==> config.mk <==
export PLATFORM = sky130hd
export DESIGN_NAME = irq_defer
export DESIGN_NICKNAME = d
export VERILOG_FILES = /design/src/rtl/irq_defer_pkg.sv /design/src/rtl/irq_defer_smem_range_cmp.sv /design/src/rtl/irq_defer.sv
export SDC_FILE = /design/constraint.sdc
export NUM_CORES = 1
export LEC_CHECK = 0
export CORE_ASPECT_RATIO = 1.75
export CORE_UTILIZATION = 44
export CTS_CLUSTER_SIZE = 12
export DETAILED_ROUTE_END_ITERATION = 8
export GPL_TIMING_DRIVEN = 1
export PLACE_DENSITY_LB_ADDON = 0.05
export SETUP_SLACK_MARGIN = 0.15
export SYNTH_ARGS = -nofsm -noshare
export SYNTH_HDL_FRONTEND = slang
export SYNTH_SLANG_ARGS = --single-unit
==> constraint.sdc <==
create_clock -name clk -period 1.7 [get_ports clk]
set_input_delay 0.17 -clock clk [delete_from_list [all_inputs] [get_ports clk]]
set_output_delay 0.17 -clock clk [all_outputs]
set_load 0.05 [all_outputs]
==> src/rtl/irq_defer_pkg.sv <==
// irq_defer_pkg: secure-memory window defaults and irq_defer state encoding,
// shared with the violation monitor.
package irq_defer_pkg;

    localparam logic [15:0] SMEM_BASE_DEF = 16'hE000;
    localparam logic [15:0] SMEM_SIZE_DEF = 16'h1000;

    typedef enum logic [1:0] {
        OPEN  = 2'd0,
        HOLD  = 2'd1,
        GUARD = 2'd2
    } state_t;

    // The last word-aligned address inside SMEM.
    function automatic logic [15:0] last_smem_addr(input logic [15:0] base, input logic [15:0] size);
        return base + size - 16'd2;
    endfunction

endpackage

==> src/rtl/irq_defer_smem_range_cmp.sv <==
// smem_range_cmp: flags a pc that lies inside the secure memory window [BASE, LAST].
module smem_range_cmp
    import irq_defer_pkg::*;
#(
    parameter logic [15:0] BASE = SMEM_BASE_DEF,
    parameter logic [15:0] LAST = last_smem_addr(SMEM_BASE_DEF, SMEM_SIZE_DEF)
) (
    input  logic [15:0] pc,
    output logic        in_smem
);

    assign in_smem = (pc >= BASE) && (pc <= LAST);

endmodule

==> src/rtl/irq_defer.sv <==
// irq_defer: holds interrupts back while pc is in SMEM and releases them after a guard window.
// Optional deferral watchdog enabled by defining IRQ_DEFER_TIMEOUT_EN.
module irq_defer
    import irq_defer_pkg::*;
#(
    parameter logic [15:0] SMEM_BASE  = SMEM_BASE_DEF,
    parameter logic [15:0] SMEM_SIZE  = SMEM_SIZE_DEF,
    parameter int          NIRQ       = 14,
    parameter int          EXIT_GUARD = 2,
    parameter logic [15:0] MAX_DEFER  = 16'd4096
) (
    input  logic            clk,
    input  logic            reset_n,
    input  logic [15:0]     pc,
    input  logic [NIRQ-1:0] irq_in,
    input  logic [NIRQ-1:0] irq_acc,
    output logic [NIRQ-1:0] irq_out,
    output logic            irq_pending,
    output logic            defer_timeout
);

    if (EXIT_GUARD < 1 || EXIT_GUARD > 15 || MAX_DEFER == 16'd0) begin : g_bad_cfg
        $error("irq_defer: EXIT_GUARD must be 1..15 and MAX_DEFER nonzero");
    end

    state_t          state;
    logic [3:0]      guard_cnt;
    logic [NIRQ-1:0] pend;
    logic [NIRQ-1:0] pend_next;
    logic            in_smem;
    logic            gate;
    logic            leave;

    smem_range_cmp #(
        .BASE(SMEM_BASE),
        .LAST(last_smem_addr(SMEM_BASE, SMEM_SIZE))
    ) u_range (
        .pc     (pc),
        .in_smem(in_smem)
    );

    // Gating also looks at the live pc so the first in-SMEM cycle cannot leak.
    assign gate      = (state != OPEN) || in_smem;
    assign leave     = (state == GUARD) && !in_smem && (guard_cnt == 4'(EXIT_GUARD));
    assign pend_next = (pend & ~irq_acc) | (gate ? irq_in : '0);

    always_ff @(posedge clk or negedge reset_n) begin
        if (!reset_n) begin
            state       <= OPEN;
            guard_cnt   <= '0;
            pend        <= '0;
            irq_out     <= '0;
            irq_pending <= 1'b0;
        end else begin
            pend        <= pend_next;
            irq_pending <= |pend_next;
            irq_out     <= gate ? '0 : (irq_in | pend) & ~irq_acc;
            case (state)
                OPEN: if (in_smem) state <= HOLD;
                HOLD: if (!in_smem) begin
                    state     <= GUARD;
                    guard_cnt <= 4'd1;
                end
                GUARD: if (in_smem) begin
                    state     <= HOLD;
                    guard_cnt <= '0;
                end else if (leave) begin
                    state     <= OPEN;
                    guard_cnt <= '0;
                end else begin
                    guard_cnt <= guard_cnt + 4'd1;
                end
                default: begin
                    state     <= OPEN;
                    guard_cnt <= '0;
                end
            endcase
        end
    end

`ifdef IRQ_DEFER_TIMEOUT_EN
    logic [15:0] defer_cnt;

    always_ff @(posedge clk or negedge reset_n) begin
        if (!reset_n) begin
            defer_cnt     <= '0;
            defer_timeout <= 1'b0;
        end else begin
            defer_cnt <= leave ? '0 :
                         (state != OPEN && |pend && defer_cnt != MAX_DEFER) ? defer_cnt + 16'd1 :
                         defer_cnt;
            if (defer_cnt == MAX_DEFER) defer_timeout <= 1'b1;
        end
    end
`else
    assign defer_timeout = 1'b0;
`endif

endmodule

; After elaboration in Yosys (flattened, before gate mapping)
; Index checks and enable logic that the tools add are counted.
[totals]
mem_bits_ro = 0
ff_bits = 35
ramBits = 0
latchBits = 0
out_inout_bits = 16
memories = 0
elab_cells = 41
inputBits = 46
[classes]
eq_ne = 6
n_mux = 11
div_mod_pow = 0
n_bitwise = 6
magnitude_cmp = 2
n_reduce_logical = 10
mul = 0
add_sub_neg = 1
shift = 0
[op_table]
columns = cell, count
row1 = bitwise AND 14 bit, 2
row2 = two-way mux 14 bit, 2
row3 = OR 14 bit, 2
row4 = >= comparator 16 bit (second input constant), 1
row5 = less-or-equal comparator 16 bit (second input constant), 1
row6 = inverter 14 bit, 1
row7 = OR reduction 14 bit, 1
row8 = two-way mux 4 bit, 3
row9 = case mux 4 bit (3 select lines), 1
row10 = two-way mux 2 bit, 4
row11 = case mux 2 bit (3 select lines), 1
row12 = adder 4 x 1 -> 4 bit (second input constant), 1
row13 = equality test 4 x 2 -> 1 bit (second input constant), 1
row14 = inequality test 2 bit (second input constant), 2
row15 = logical AND 1 bit, 3
row16 = inequality test 3 bit (second input constant), 1
row17 = AND reduction 3 bit, 1
row18 = equality test 2 x 1 -> 1 bit (second input constant), 1
row19 = equality test 2 bit (second input constant), 1
row20 = logical NOT 2 bit, 1
row21 = AND reduction 2 bit, 1
row22 = nonzero test 2 bit, 1
row23 = logical NOT 1 bit, 1
row24 = logical OR 1 bit, 1
row25 = inverter 1 bit, 1

; Logic depth before layout (Yosys ltp)
[depth]
ltp_word = 8
ltp_mapped = 7
depth_no_buf = 7

; Cells and area by module
; Synthesis repeated with hierarchy kept, for this count alone.
[unflattened]
hier_cells = 161
area_unflattened_um2 = 1622.8
[by_module_without_submodules]
columns = mod, n_inst, cells_per_inst, seq_area_each_um2, area_each_um2
row1 = irq_defer, 1, 155, 875.8, 1586.5
row2 = smem_range_cmp, 1, 6, 0.0, 36.3

; Worst setup path before layout
; OpenSTA, ideal clock, no wires.
[synth_timing]
kind = register to register
startpoint = register state[1]
endpoint = register guard_cnt[3]
path_slack_ns = 0.299
path_buffers = 0
synth_period_minus_slack_ns = 1.401
setup_ns = 0.064
t_required_ns = 1.636
arrival_ns = 1.337
stages_incl_launch_ff = 7
path_cell_list = dfrtp_1 -> inv_1 -> ha_1 -> inv_1 -> o31ai_1 -> o2bb2ai_1 -> a31o_2
[synth_via]
elab_chain_len = 6
elab_cells_between_ends = 11
classes_between = eq/ne: 3 / mux: 3 / bitwise: 1 / reduce/logical: 4
[synth_lines]
columns = element, line_no
row1 = "start, declared", irq_defer.sv:26  ; state_t state;
row2 = "start signal, assigned", irq_defer.sv:49  ; state <= OPEN;
row3 = "start signal, assigned", irq_defer.sv:59  ; OPEN: if (in_smem) state <= HOLD;
row4 = "start signal, assigned", irq_defer.sv:61  ; state <= GUARD;
row5 = equality test 2 bit, "irq_defer.sv:44, irq_defer.sv:58"
row6 = logical AND 1 bit (2 in a row), irq_defer.sv:44  ; assign leave = (state == GUARD) && !in_smem && (guard_cnt == 4'(EXIT_GUARD));
row7 = two-way mux 4 bit, irq_defer.sv:67  ; end else if (leave) begin
row8 = two-way mux 4 bit, irq_defer.sv:64  ; GUARD: if (in_smem) begin
row9 = case mux 4 bit (3 select lines), irq_defer.sv:58  ; case (state)
row10 = "end signal, assigned", irq_defer.sv:71  ; guard_cnt <= guard_cnt + 4'd1;
row11 = "end, declared", irq_defer.sv:27  ; logic [3:0] guard_cnt;
; Several ways; a longest one is shown, not always the timed one.
; A chain may end at the register's enable or synchronous reset.

; Final worst setup path
[layout_timing]
startpoint = register state[0]
endpoint = register state[0]
[layout_via]
elab_chain_len = 5
elab_cells_between_ends = 10
classes_between = eq/ne: 5 / mux: 1 / reduce/logical: 4
[layout_lines]
columns = element, line_no
row1 = equality test 2 bit, "irq_defer.sv:44, irq_defer.sv:58"
row2 = logical AND 1 bit (2 in a row), irq_defer.sv:44
row3 = inequality test 3 bit (no source line), -
row4 = AND reduction 3 bit (no source line), -
; Several ways; a longest one is shown, not always the timed one.

==> flow_summary.json <==
{
  "antennaDiodeCount": 0,
  "fin_crit_ns": 1.502,
  "rr_startpoint": "state[0]$_DFFE_PN0P_",
  "drt-pass1-iter-count": 4,
  "synthMuxAreaShare_pct": 0.8982,
  "cp.required_ns": 1.91,
  "h-tree-depth": 2,
  "synth-seq-cells": 35,
  "synth_ff_type": "dfrtp_1",
  "r2r_setup_slack_ns": 0.20,
  "synth_area_leader_cell": "dfrtp_1",
  "ios": 62,
  "netlist_top_cells_area": "dfrtp_1 52%, nor2_1 4.7%, ha_1 4.5%",
  "ant_nets": 0,
  "critPathMaxFanout": 5,
  "cellLeakagePower_nw": 1.181,
  "hold_slack_ns": 0.2994,
  "seq_area_frac_synth_pct": 52.40,
  "cts.root.buffer_cell": "clkbuf_8",
  "synth_top_area_share_pct": 52.40,
  "max_freq_mhz": 665.9,
  "cp-end-kind": "register",
  "rsz0062_at_grt": "yes",
  "finalSetupTns_ns": 0,
  "synth-adder-area-share_pct": 4.491,
  "clk_transition_reported_paths_ns": 0.07,
  "dp_hpwl_um": 2829,
  "synth_common_cells": "35 x dfrtp_1, 21 x nor2_1, 14 x nand2_1",
  "p_per_area_mw_per_mm2": 1503,
  "vias": 1431,
  "grt_pass1_vias": 1474,
  "cts_sinks": 35,
  "worstSetupStartpointType": "register",
  "synth_warnings": 0,
  "syn-num-nets": 210,
  "viasPerCell": 5.261,
  "r2r-end": "state[0]$_DFFE_PN0P_",
  "fillCellCount": 288,
  "drv_slew": 0,
  "syn_to_final_growth_pct": 45.73,
  "drt_iter0_markers": 23,
  "cts_tree": "yes",
  "hold_viol_final": 0,
  "clock_path_buffers": 2,
  "crit_end": "state[0]$_DFFE_PN0P_",
  "port_buffers": 60,
  "synth_compound_area_share_pct": 10.48,
  "synth_enable_flop_cells": 0,
  "synth_top_family_by_area": "simple AND/OR/NAND/NOR gates",
  "crit_type": "register to register",
  "ys_types": 32,
  "antenna_found_initial": 0,
  "tightest_slew_ns": 0.5120,
  "gp_congestion": 0.9165,
  "skew_ns": 0.003570,
  "layout.nets": 277,
  "period_share_pct": 88.34,
  "drc": 0,
  "grt_use_total_pct": 20.90,
  "synth_xor_xnor_area_share_pct": 0,
  "die_w_um": 48.60,
  "start_util_pct": 46.07,
  "coreArea_sq_mm": 0.003628,
  "die_h_um": 83.54,
  "insertion_delay_ns": 0.28,
  "routedWlPerCell_um": 13.74,
  "reg2reg_depth": 6,
  "max_cap_viol_count": 0,
  "dr_wl_met2_um": 2047,
  "maxSlewHeadroom_pct": 66.00,
  "top_layer": "met4",
  "synthCells": 158,
  "layoutNonFillerInstCount": 272,
  "min_path_type": "input pin to async pin",
  "setup_viol": 0,
  "drive_gt1_share_pct": 13.72,
  "die_area_sq_mm": 0.004060,
  "syn_avg_cell_area_sq_um": 10.58,
  "wl_met1_um": 1404,
  "worstPathArrival_ns": 1.71,
  "placementRows": 29,
  "met3_length_um": 219,
  "netlist_area_sq_mm": 0.001672,
  "synth.most_common_cell": "dfrtp_1",
  "numCtsBuffers": 5,
  "dp_cells": 262,
  "grt-ovfl-total": 0,
  "grt_max_degree": 36,
  "status": "finished, final reports clean",
  "vdd_drop_max_uv": 992.6,
  "wirelength_um": 3738,
  "grt_first_pass_wirelength_um": 6541,
  "crit_start": "state[0]$_DFFE_PN0P_",
  "yosys.area_share.simple_pct": 28.07,
  "async_flop_share_pct": 100.0
}
timing repair:
action                                  CTS  global route
buffers inserted                          0             2
gates resized for setup                  12             4
hold buffers                              0             0
pin swaps                                 0             2
endpoints found under the setup margin   12             6
through the flow:
step | power, mW | util, % | instance area, sq um | worst slack [ns]
global route | 3.898 | 67.14 | 2436 | 0.1084
CTS | 3.630 | 66.34 | 2407 | 0.1542
finish | 3.661 | 67.14 | 2436 | 0.1982
global placement | 2.936 | 63.72 | 2312 | 0.04015
detailed placement | 3.002 | 63.72 | 2312 | -0.009894
floorplan | 2.461 | - | 1672 | 0.2989
report_power, final:
| group | switching, mW | internal, mW | leakage, nW |
|---|---|---|---|
| logic | 1.07 | 0.677 | 0.675 |
| clock network | 0.303 | 0.369 | 0.0505 |
| registers | 0.120 | 1.12 | 0.455 |
worst min-delay path by stage:
| stage | from | end | slack (ns) |
|---|---|---|---|
| 3_3_place_gp | pend[7]$_DFF_PN0_ | pend[7]$_DFF_PN0_ | 0.48 |
| 2_1_floorplan | reset_n | guard_cnt[0]$_DFFE_PN0P_ | -0.13 |
| 4_1_cts | reset_n | irq_out[11]$_DFF_PN0_ | 0.32 |
| 3_5_place_dp | pend[9]$_DFF_PN0_ | pend[9]$_DFF_PN0_ | 0.50 |
| 6_report | reset_n | state[0]$_DFFE_PN0P_ | 0.30 |
| 5_1_grt | reset_n | irq_out[7]$_DFF_PN0_ | 0.35 |
kinds of logic (layout without fill, tap and decap cells):
family | after synthesis | in the layout
and+or+nand+nor | 83 | 83
DFF | 35 | 35
muxes | 1 | 1
AOI/OAI and AO/OA | 22 | 22
buffers and inverters | 10 | 78
adders and majority gates | 6 | 6
other | 1 | 1
sequential cells by signal, indices dropped and copies added (netlist names):
signal,cells
guard_cnt,4
irq_out,14
irq_pending,1
pend,14
state,2
cells in the final DEF, fill, tap and decap left out, types with 2 or more instances in the layout:
master / netlist / routed
nor2_2: 1 / 2
nor2_1: 21 / 20
buf_4: 1 / 7
ha_1: 6 / 5
dfrtp_1: 35 / 35
nand2_1: 14 / 14
nand4_1: 5 / 5
a32o_1: 3 / 3
dlygate4sd2_1: 0 / 11
nand4b_1: 2 / 2
o21ai_2: 2 / 2
inv_1: 6 / 6
nor4_1: 5 / 5
a21o_1: 8 / 8
nand3_1: 2 / 2
clkbuf_8: 0 / 7
clkdlybuf4s50_1: 0 / 45
nor3_1: 11 / 11
nor2b_1: 9 / 9
nand2b_1: 6 / 6
nor3_2: 4 / 4
cell type report:
type | count | area, sq um | share of cell area [%]
clock inverters | 1 | 7.507 | 0.3082
clock buffers | 7 | 96.34 | 3.955
multi-input cells | 113 | 757.0 | 31.07
flip-flops and latches | 35 | 875.8 | 35.95
inverters | 6 | 22.52 | 0.9245
repair buffers | 64 | 619.3 | 25.42
well taps | 46 | 57.56 | 2.363
layer usage:
| layer | vias to the layer above | track usage (%) |
|---|---|---|
| met5 | - | 0 |
| met4 | 0 | 8.824 |
| met3 | 7 | 4.736 |
| met2 | 54 | 38.92 |
| met1 | 684 | 21.89 |
| li1 | 686 | - |
worst max-delay path: stages (launching register included):
cell and delay, ns:
dfrtp_1 0.40, inv_1 0.12, ha_2 0.24, o31a_1 0.21, nor2_1 0.08, mux2_4 0.28, o21ai_2 0.10
No activity file was read; power rests on OpenSTA's default activity.
